**src/rtl/mux_scan_n1.sv**
```systemverilog
// mux_scan_n1: registered N:1 data mux with a manual-select mode and an
// auto-scan mode that walks every channel once, in order.
//
// Ports:
//   clk, rst_n   clock, asynchronous active-low reset
//   mode         0 = manual select, 1 = auto-scan (looked at only in IDLE)
//   select       manual channel index, qualified by sel_valid
//   start        scan start strobe
//   stall        holds the scan in place (no beat emitted)
//   abort        terminates a scan in progress
//   in_data      packed channels, channel k at [k*WIDTH +: WIDTH]
//   out_data     selected data, holds when out_valid is low
//   out_valid    one-cycle qualifier per output beat
//   out_channel  channel index carried by out_data
//   busy         high while scanning
//   done         pulse on the final scan beat
//   err          pulse on an out-of-range manual select
module mux_scan_n1 #(
  parameter int unsigned WIDTH    = 32,
  parameter int unsigned CHANNELS = 16,
  parameter int unsigned SEL_W    = 8
) (
  input  logic                      clk,
  input  logic                      rst_n,
  input  logic                      mode,
  input  logic [SEL_W-1:0]          select,
  input  logic                      sel_valid,
  input  logic                      start,
  input  logic                      stall,
  input  logic                      abort,
  input  logic [CHANNELS*WIDTH-1:0] in_data,
  output logic [WIDTH-1:0]          out_data,
  output logic                      out_valid,
  output logic [SEL_W-1:0]          out_channel,
  output logic                      busy,
  output logic                      done,
  output logic                      err
);

  typedef enum logic {
    IDLE = 1'b0,
    SCAN = 1'b1
  } state_t;

  localparam logic [SEL_W-1:0] LAST_IDX = SEL_W'(CHANNELS - 1);

  state_t           state_q, state_d;
  logic [SEL_W-1:0] cnt_q, cnt_d;
  logic [WIDTH-1:0] data_q, data_d;
  logic [SEL_W-1:0] chan_q, chan_d;
  logic             valid_q, valid_d;
  logic             busy_q, busy_d;
  logic             done_q, done_d;
  logic             err_q, err_d;

  logic [SEL_W-1:0] idx_c;
  logic [WIDTH-1:0] mux_c;
  logic             sel_ok_c;

  // Channel index feeding the mux: scan counter, 0 for a scan start, or select.
  always_comb begin
    idx_c = cnt_q;
    if (state_q == IDLE) begin
      idx_c = mode ? '0 : select;
    end
  end

  // Decoded mux; out-of-range indices yield zero and are never registered.
  always_comb begin
    mux_c = '0;
    for (int unsigned k = 0; k < CHANNELS; k++) begin
      if (idx_c == SEL_W'(k)) begin
        mux_c = in_data[k*WIDTH +: WIDTH];
      end
    end
  end

  assign sel_ok_c = (32'(select) < CHANNELS);

  // Next-state and output decode; pulses default low, data/channel hold.
  always_comb begin
    state_d = state_q;
    cnt_d   = cnt_q;
    data_d  = data_q;
    chan_d  = chan_q;
    valid_d = 1'b0;
    done_d  = 1'b0;
    err_d   = 1'b0;

    case (state_q)
      IDLE: begin
        if (mode) begin
          if (start) begin
            valid_d = 1'b1;
            data_d  = mux_c;
            chan_d  = '0;
            // A single-channel scan completes on its first beat.
            if (LAST_IDX == '0) begin
              done_d = 1'b1;
            end else begin
              state_d = SCAN;
              cnt_d   = SEL_W'(1);
            end
          end
        end else if (sel_valid) begin
          if (sel_ok_c) begin
            valid_d = 1'b1;
            data_d  = mux_c;
            chan_d  = select;
          end else begin
            err_d = 1'b1;
          end
        end
      end

      SCAN: begin
        if (abort) begin
          state_d = IDLE;
          cnt_d   = '0;
        end else if (!stall) begin
          valid_d = 1'b1;
          data_d  = mux_c;
          chan_d  = cnt_q;
          if (cnt_q == LAST_IDX) begin
            done_d  = 1'b1;
            state_d = IDLE;
            cnt_d   = '0;
          end else begin
            cnt_d = cnt_q + SEL_W'(1);
          end
        end
      end

      default: begin
        state_d = IDLE;
        cnt_d   = '0;
      end
    endcase

    busy_d = (state_d == SCAN);
  end

  // State and output registers.
  always_ff @(posedge clk or negedge rst_n) begin
    if (!rst_n) begin
      state_q <= IDLE;
      cnt_q   <= '0;
      data_q  <= '0;
      chan_q  <= '0;
      valid_q <= 1'b0;
      busy_q  <= 1'b0;
      done_q  <= 1'b0;
      err_q   <= 1'b0;
    end else begin
      state_q <= state_d;
      cnt_q   <= cnt_d;
      data_q  <= data_d;
      chan_q  <= chan_d;
      valid_q <= valid_d;
      busy_q  <= busy_d;
      done_q  <= done_d;
      err_q   <= err_d;
    end
  end

  assign out_data    = data_q;
  assign out_valid   = valid_q;
  assign out_channel = chan_q;
  assign busy        = busy_q;
  assign done        = done_q;
  assign err         = err_q;

endmodule

```
**config.mk**
```make
export PLATFORM = sky130hd
export DESIGN_NAME = mux_scan_n1
export DESIGN_NICKNAME = d
export VERILOG_FILES = /design/src/rtl/mux_scan_n1.sv
export SDC_FILE = /design/constraint.sdc
export NUM_CORES = 1
export LEC_CHECK = 0
export ABC_AREA = 1
export CAP_MARGIN = 20
export CORE_AREA = 2 2 220 222
export DETAILED_ROUTE_END_ITERATION = 10
export DIE_AREA = 0 0 222 224
export PLACE_DENSITY = 0.47
export SYNTH_ARGS = -nofsm -noshare
export SYNTH_HDL_FRONTEND = slang
export SYNTH_SLANG_ARGS = --single-unit
```
**constraint.sdc**
```tcl
create_clock -name clk -period 2.85 [get_ports clk]
set_input_delay 0.855 -clock clk [delete_from_list [all_inputs] [get_ports clk]]
set_output_delay 0.855 -clock clk [all_outputs]
set_load 0.02 [all_outputs]
```
### Word-level counts from Yosys, hierarchy flattened

Index checks and enable logic that the tools add are counted.

| word-level totals | value |
|---|---|
| register bits | 52 |
| input port bits | 527 |
| logic and storage cells | 95 |

| operators by class | value |
|---|---|
| add/subtract/negate cells | 1 |
| order comparisons | 1 |
| equal/unequal tests | 24 |
| mux-type cells | 58 |
| bitwise logic cells | 1 |
| reduce and logical (&&, ||, !) cells | 3 |

Operators by type and width:

| cell | number |
|---|---|
| two-way mux 32 bit | 22 |
| two-way mux 8 bit | 13 |
| equality test 8 x 4 -> 1 bit (second input constant) | 9 |
| one-hot mux 32 bit (2 select lines) | 1 |
| equality test 8 x 3 -> 1 bit (second input constant) | 4 |
| one-hot mux 8 bit (2 select lines) | 2 |
| two-way mux 1 bit | 18 |
| equality test 8 x 2 -> 1 bit (second input constant) | 2 |
| != test 3 bit (second input constant) | 4 |
| adder 8 x 1 -> 8 bit (second input constant) | 1 |
| equality test 8 x 1 -> 1 bit (second input constant) | 1 |
| logical NOT 8 bit | 1 |
| < comparator 8 x 5 -> 1 bit (second input constant) | 1 |
| != test 2 bit (second input constant) | 4 |
| AND reduction 5 bit | 1 |
| one-hot mux 1 bit (2 select lines) | 2 |
| AND reduction 3 bit | 1 |
| inverter 1 bit | 1 |

### Logic depth before layout (Yosys ltp)

| logic depth | value |
|---|---|
| depth after elaboration | 23 |
| gate-level depth with buffers | 18 |

### Worst setup path before layout

Ideal clock, no wire load.

| timing | value |
|---|---|
| path type | input to register |
| start | input mode |
| end | register data_q[14] (netlist: out_data[14]) |
| library setup time | 0.116 ns |
| arrival | 2.324 ns |
| data required time | 2.734 ns |
| slack | 0.410 ns |
| cell stages on the path | 17 |
| path buffers | 3 |
| cell sequence | nor2_4 buf_6 a21oi_4 nand2_4 nor2_8 buf_6 buf_2 nand3_1 nand3_1 nor2_1 nand4_1 nor2_1 nand4_1 nor2_1 nand4_1 nand2_1 nand2_1 |

| between the ends | value |
|---|---|
| word-level cells in the longest chain between the ends | 23 |
| elaborated cells on any way between the ends | 45 |
| classes of those cells | 18 x eq/ne; 25 x mux; 2 x reduce/logical |

RTL lines:

| item | RTL line | RTL |
|---|---|---|
| start: declaration | 25 | `input logic mode,` |
| two-way mux 8 bit | 64 | `idx_c = mode ? '0 : select;` |
| two-way mux 8 bit | 63 | `if (state_q == IDLE) begin` |
| logical NOT 8 bit | 72 | `if (idx_c == SEL_W'(k)) begin` |
| two-way mux 32 bit (16 in a row) | 72 |  |
| two-way mux 32 bit | 106 | `if (sel_ok_c) begin` |
| two-way mux 32 bit | 105 | `end else if (sel_valid) begin` |
| two-way mux 32 bit | 92 | `if (mode) begin` |
| one-hot mux 32 bit (2 select lines) | 90 | `case (state_q)` |
| end signal: assignment | 157 | `data_q <= data_d;` |
| end: declaration | 49 | `logic [WIDTH-1:0] data_q, data_d;` |

Several ways; a longest one is shown, not always the timed one. The select of a mux whose other input is x is not followed.
A chain may end at the register's enable or synchronous reset.

### Worst setup path after layout

| timing | value |
|---|---|
| start | input mode |
| end | register data_q[12] (netlist: out_data[12]) |

Same word-level chain as after synthesis.

==> summary.txt <==
Global route
  • Total global-route track usage: 19.8%
  • Wire length of the first global-routing pass: 72,800 µm
  • Total grt overflow: 0
  • Maximum number of pins on one net before global-route repair: 39
  • Initial antenna violation count: 6
  • Vias in the first global route: 11,092

Placement
  • Pre-CTS WS: -1.13 ns
  • Number of buffers inserted by port buffering: between 500 and 600
  • DPL Wire Length: slightly above 40,000 µm
  • Gpl congestion: 0.927

Floorplan
  • Area of the core: 47,300 µm²
  • Die outline width: between 200 and 250 µm
  • Num rows: 80
  • Starting utilization of the core area: about 14%
  • Vertical die dimension: 224 µm
  • Die Outline Area: 49,700 µm²
  • # IOs: 571

Run
  • Total of max-cap violations: 0

Clock network
  • CTS HTree Levels: 2
  • Number of hold buffers added after CTS: 0
  • Clock input transition at the sequential cells of the worst setup and hold paths: 0.07 ns
  • Insertion delay of the later-clocked pin in the worst-skew pair: 0.32 ns
  • CTS Buffer Depth: 2
  • Number of clock buffers inserted by TritonCTS: 5
  • Clk sinks: 52
  • TritonCTS clock tree: done
  • Clock root buffer: clkbuf_16

STA
  • Count of final hold-check violations: 0
  • Crit path time final: about 2.9 ns
  • Unrepaired setup endpoints after global routing: yes
  • Relative slew slack: 58.2%
  • Final critical-path share of the clock period: 102%
  • Final Slew Violations: 0
  • Total Neg Setup Slack: -0.141 ns
  • Number of setup violations in the final report: 4
  • Final-layout worst hold slack: 0.483 ns
  • FMAX: 0.345 GHz
  • Worst slew pin tran: 0.627 ns
  • Worst-case setup margin in the final layout: -0.0459 ns
  • Max Clock Skew: 0.0122 ns

Yosys
  • Syn Inst Count: between 1,000 and 1,500
  • Portion of synthesized cell area occupied by the leading cell type: between 20% and 30%
  • Ranking of synthesized cells by area: nand2_1 22%, dfrtp_1 19%, nor2_1 10%
  • Synthesized net count: 1,770
  • Cell area after technology mapping: 6780 µm²
  • Flop and latch count out of synthesis: 52
  • Dominant cell type by area after synthesis: nand2_1
  • Synth unique cells: 38
  • Most used flip-flop cell after synthesis: dfrtp_1
  • Proportion of synthesized chip area in sequential cells: between 10% and 20%
  • Avg Inst Size Synth: 5.46 µm²
  • Yosys warning count: 0
  • Async set-reset flop share out of synthesis: 100%
  • Number of flops mapped to enable cells by yosys: 0

Worst hold path
  • Hold Crit Start: out_data[9]
  • WHS Endpoint: out_data[9]
  • Worst hold path type: reg -> reg
  • Number of instances on the worst hold path: 2

Layout
  • Area used by multi-input combinational logic: around 5000 µm²
  • NumNets Final: 2,461
  • Share of post-route cells with drive strength above 1: 18.3%
  • Area grow syn2layout: 133%
  • Filler cells: between 5,000 and 6,000
  • Area used by sequential logic in the layout: ~1300 µm²

Worst setup path
  • Maximum fanout count along the critical path: 6
  • Source of the worst register-to-register timing path: busy
  • Worst setup slack for register-to-register paths: between 0.1 and 0.15 ns
  • Path depth of the worst reg2reg path: 20
  • CP Capture Type: register
  • Capturing point of the worst reg2reg path: out_data[12]
  • Data required time of the critical path: 3.06 ns
  • Critical path data arrival time: between 3 and 4 ns
  • Kind of start point of the critical path: primary input
  • Startpoint-to-endpoint class of the critical path: in -> reg

Drt
  • Detailed-routing iteration count for the pre-antenna-repair pass: 5
  • Antenna Violating Nets Remaining: 0
  • Routed via count: 11,058
  • Routed len/inst: 20.5 µm
  • Total wire length: 52,300 µm
  • First-iteration detailed-routing DRC count: approximately 630
  • Count of unresolved DRC violations after routing: 0
  • Vias per inst: 4.33

Pwr
  • Worst voltage drop across the vdd grid: slightly below 0.3 mV
  • Cell Pwr Density: around 380 nW/µm²
  • Leakage power figure: 6.98 nW

Outcome
  • Violations in the final reports: setup timing
  • Status: finished, violations left
-- how the worst max path moves through the flow --
stage               start           end  slack (ns)  cells after the start
floorplan            mode  out_data[14]        0.41                     17
global placement     mode  out_data[19]       -1.14                     15
detailed placement   mode  out_data[18]       -1.13                     18
CTS                  mode  out_data[25]       -0.08                     21
global route         mode  out_data[16]       -0.19                     20
finish               mode  out_data[12]       -0.05                     21
-- area by class of cell --
| type | instances | area share (%) |
|---|---|---|
| Timing Repair Buffer | 745 | 49.8 |
| Multi-Input combinational cell | 966 | 32.1 |
| Sequential cell | 52 | 8.23 |
| Tap cell | 615 | 4.86 |
| Inverter | 163 | 3.88 |
| Clock buffer | 6 | 0.815 |
| Clock inverter | 2 | 0.245 |
| Antenna cell | 5 | 0.0791 |
-- worst max-delay path, stage by stage --
cell     delay, ns
buf_8         0.11
nor2_4        0.12
buf_12        0.15
buf_8         0.10
a21oi_4       0.05
nand2_4       0.11
buf_12        0.11
nor2_4        0.05
nand2_4       0.13
buf_12        0.14
buf_16        0.13
buf_4         0.11
nor2_1        0.03
nor2_1        0.12
nand4_1       0.11
nor2_1        0.12
nand4_1       0.14
nor2_1        0.13
nand4_1       0.14
nand2_1       0.09
nand2_1       0.05
-- power breakdown --
| part | total, mW | leakage [nW] | internal [mW] | switching, mW |
|---|---|---|---|---|
| Combinational | 4.13 | 6.22 | 2.07 | 2.07 |
| Sequential | 1.11 | 0.684 | 0.960 | 0.152 |
| Clock | 0.749 | 0.0815 | 0.420 | 0.329 |
| Total | 5.99 | 6.98 | 3.45 | 2.55 |
-- cells in the mapped netlist (6+ instances only) --
cell type / number
nor3_1: 8
or2_2: 6
buf_2: 44
dfrtp_1: 52
nand2_1: 396
inv_2: 10
buf_4: 7
inv_1: 153
nand3_1: 136
nand4_1: 102
nand2_4: 6
clkbuf_1: 6
nor2_4: 8
o21ai_1: 20
o21ai_0: 25
nor2_1: 186
a21oi_1: 33
nand2_2: 6
-- stage by stage --
stage	power (mW)	utilization (%)	std cells	cell area, µm²
4_1_cts	5.96	32.7	2547	15500
2_1_floorplan	2.50	-	1242	6780
3_5_place_dp	4.70	30.2	2492	14300
3_3_place_gp	4.70	30.1	2491	14300
6_report	5.99	33.4	2554	15800
5_1_grt	6.38	33.4	2554	15800
-- placed cells by master, fill, tap and decap left out, types with 2 or more instances in the layout --
cell,synthesis,routed
dlygate4sd2_1,0,8
inv_1,153,150
nand4_1,102,102
a21oi_1,33,33
diode_2,0,5
or2_0,4,4
nor3_1,8,8
clkdlybuf4s50_1,0,560
or2_2,6,6
nand3_4,0,4
nand2_2,6,9
nor3_4,4,5
buf_4,7,96
a21oi_4,4,4
o21ai_0,25,25
nor2_1,186,133
buf_16,0,8
nor2_2,3,43
nand2_1,396,389
buf_8,0,3
nor2_4,8,24
o21ai_1,20,18
dfrtp_1,52,52
o21ai_2,0,2
and3_1,2,2
buf_6,5,24
buf_12,0,40
inv_2,10,12
nand3_1,136,88
nand2_4,6,9
nand3_2,2,46
clkbuf_16,0,9
-- metal layers --
metal  wire length, µm  share of wire [%]  global-route usage (%)  vias up
li1                  -                  -                       -     5372
met1             22200                 43                    25.0     5148
met2             25200                 48                    33.9      468
met3              3470                6.6                    4.08       68
met4              1390                2.7                    6.17        2
met5                13              0.025                       0        -
-- logic make-up (layout without fill, tap and decap cells) --
family	Yosys count	count (layout)	share of synthesized area, %
flip-flops	52	52	19.2
AND/OR/NAND/NOR	876	879	58.9
AO/OA/AOI/OAI	85	85	7.29
adder cells (fa/ha/maj)	1	1	0.185
buffers and inverters	227	916	14.3
other	0	5	0
XOR/XNOR	1	1	0.129
-- state kept, by name (all words and copies together), names as in the netlist --
name	cells
out_channel	8
out_data	32
err	1
cnt_q	8
out_valid	1
done	1
busy	1
-- repair_timing --
item | CTS | global route
setup endpoints to repair | 32 | 32
resized for setup | 120 | 74
buffers inserted | 40 | 5
endpoints found under the hold margin | 0 | 0
pin swaps | 71 | 96
cloned | 12 | 5
Note: power is estimated with default switching activity, not from simulation.
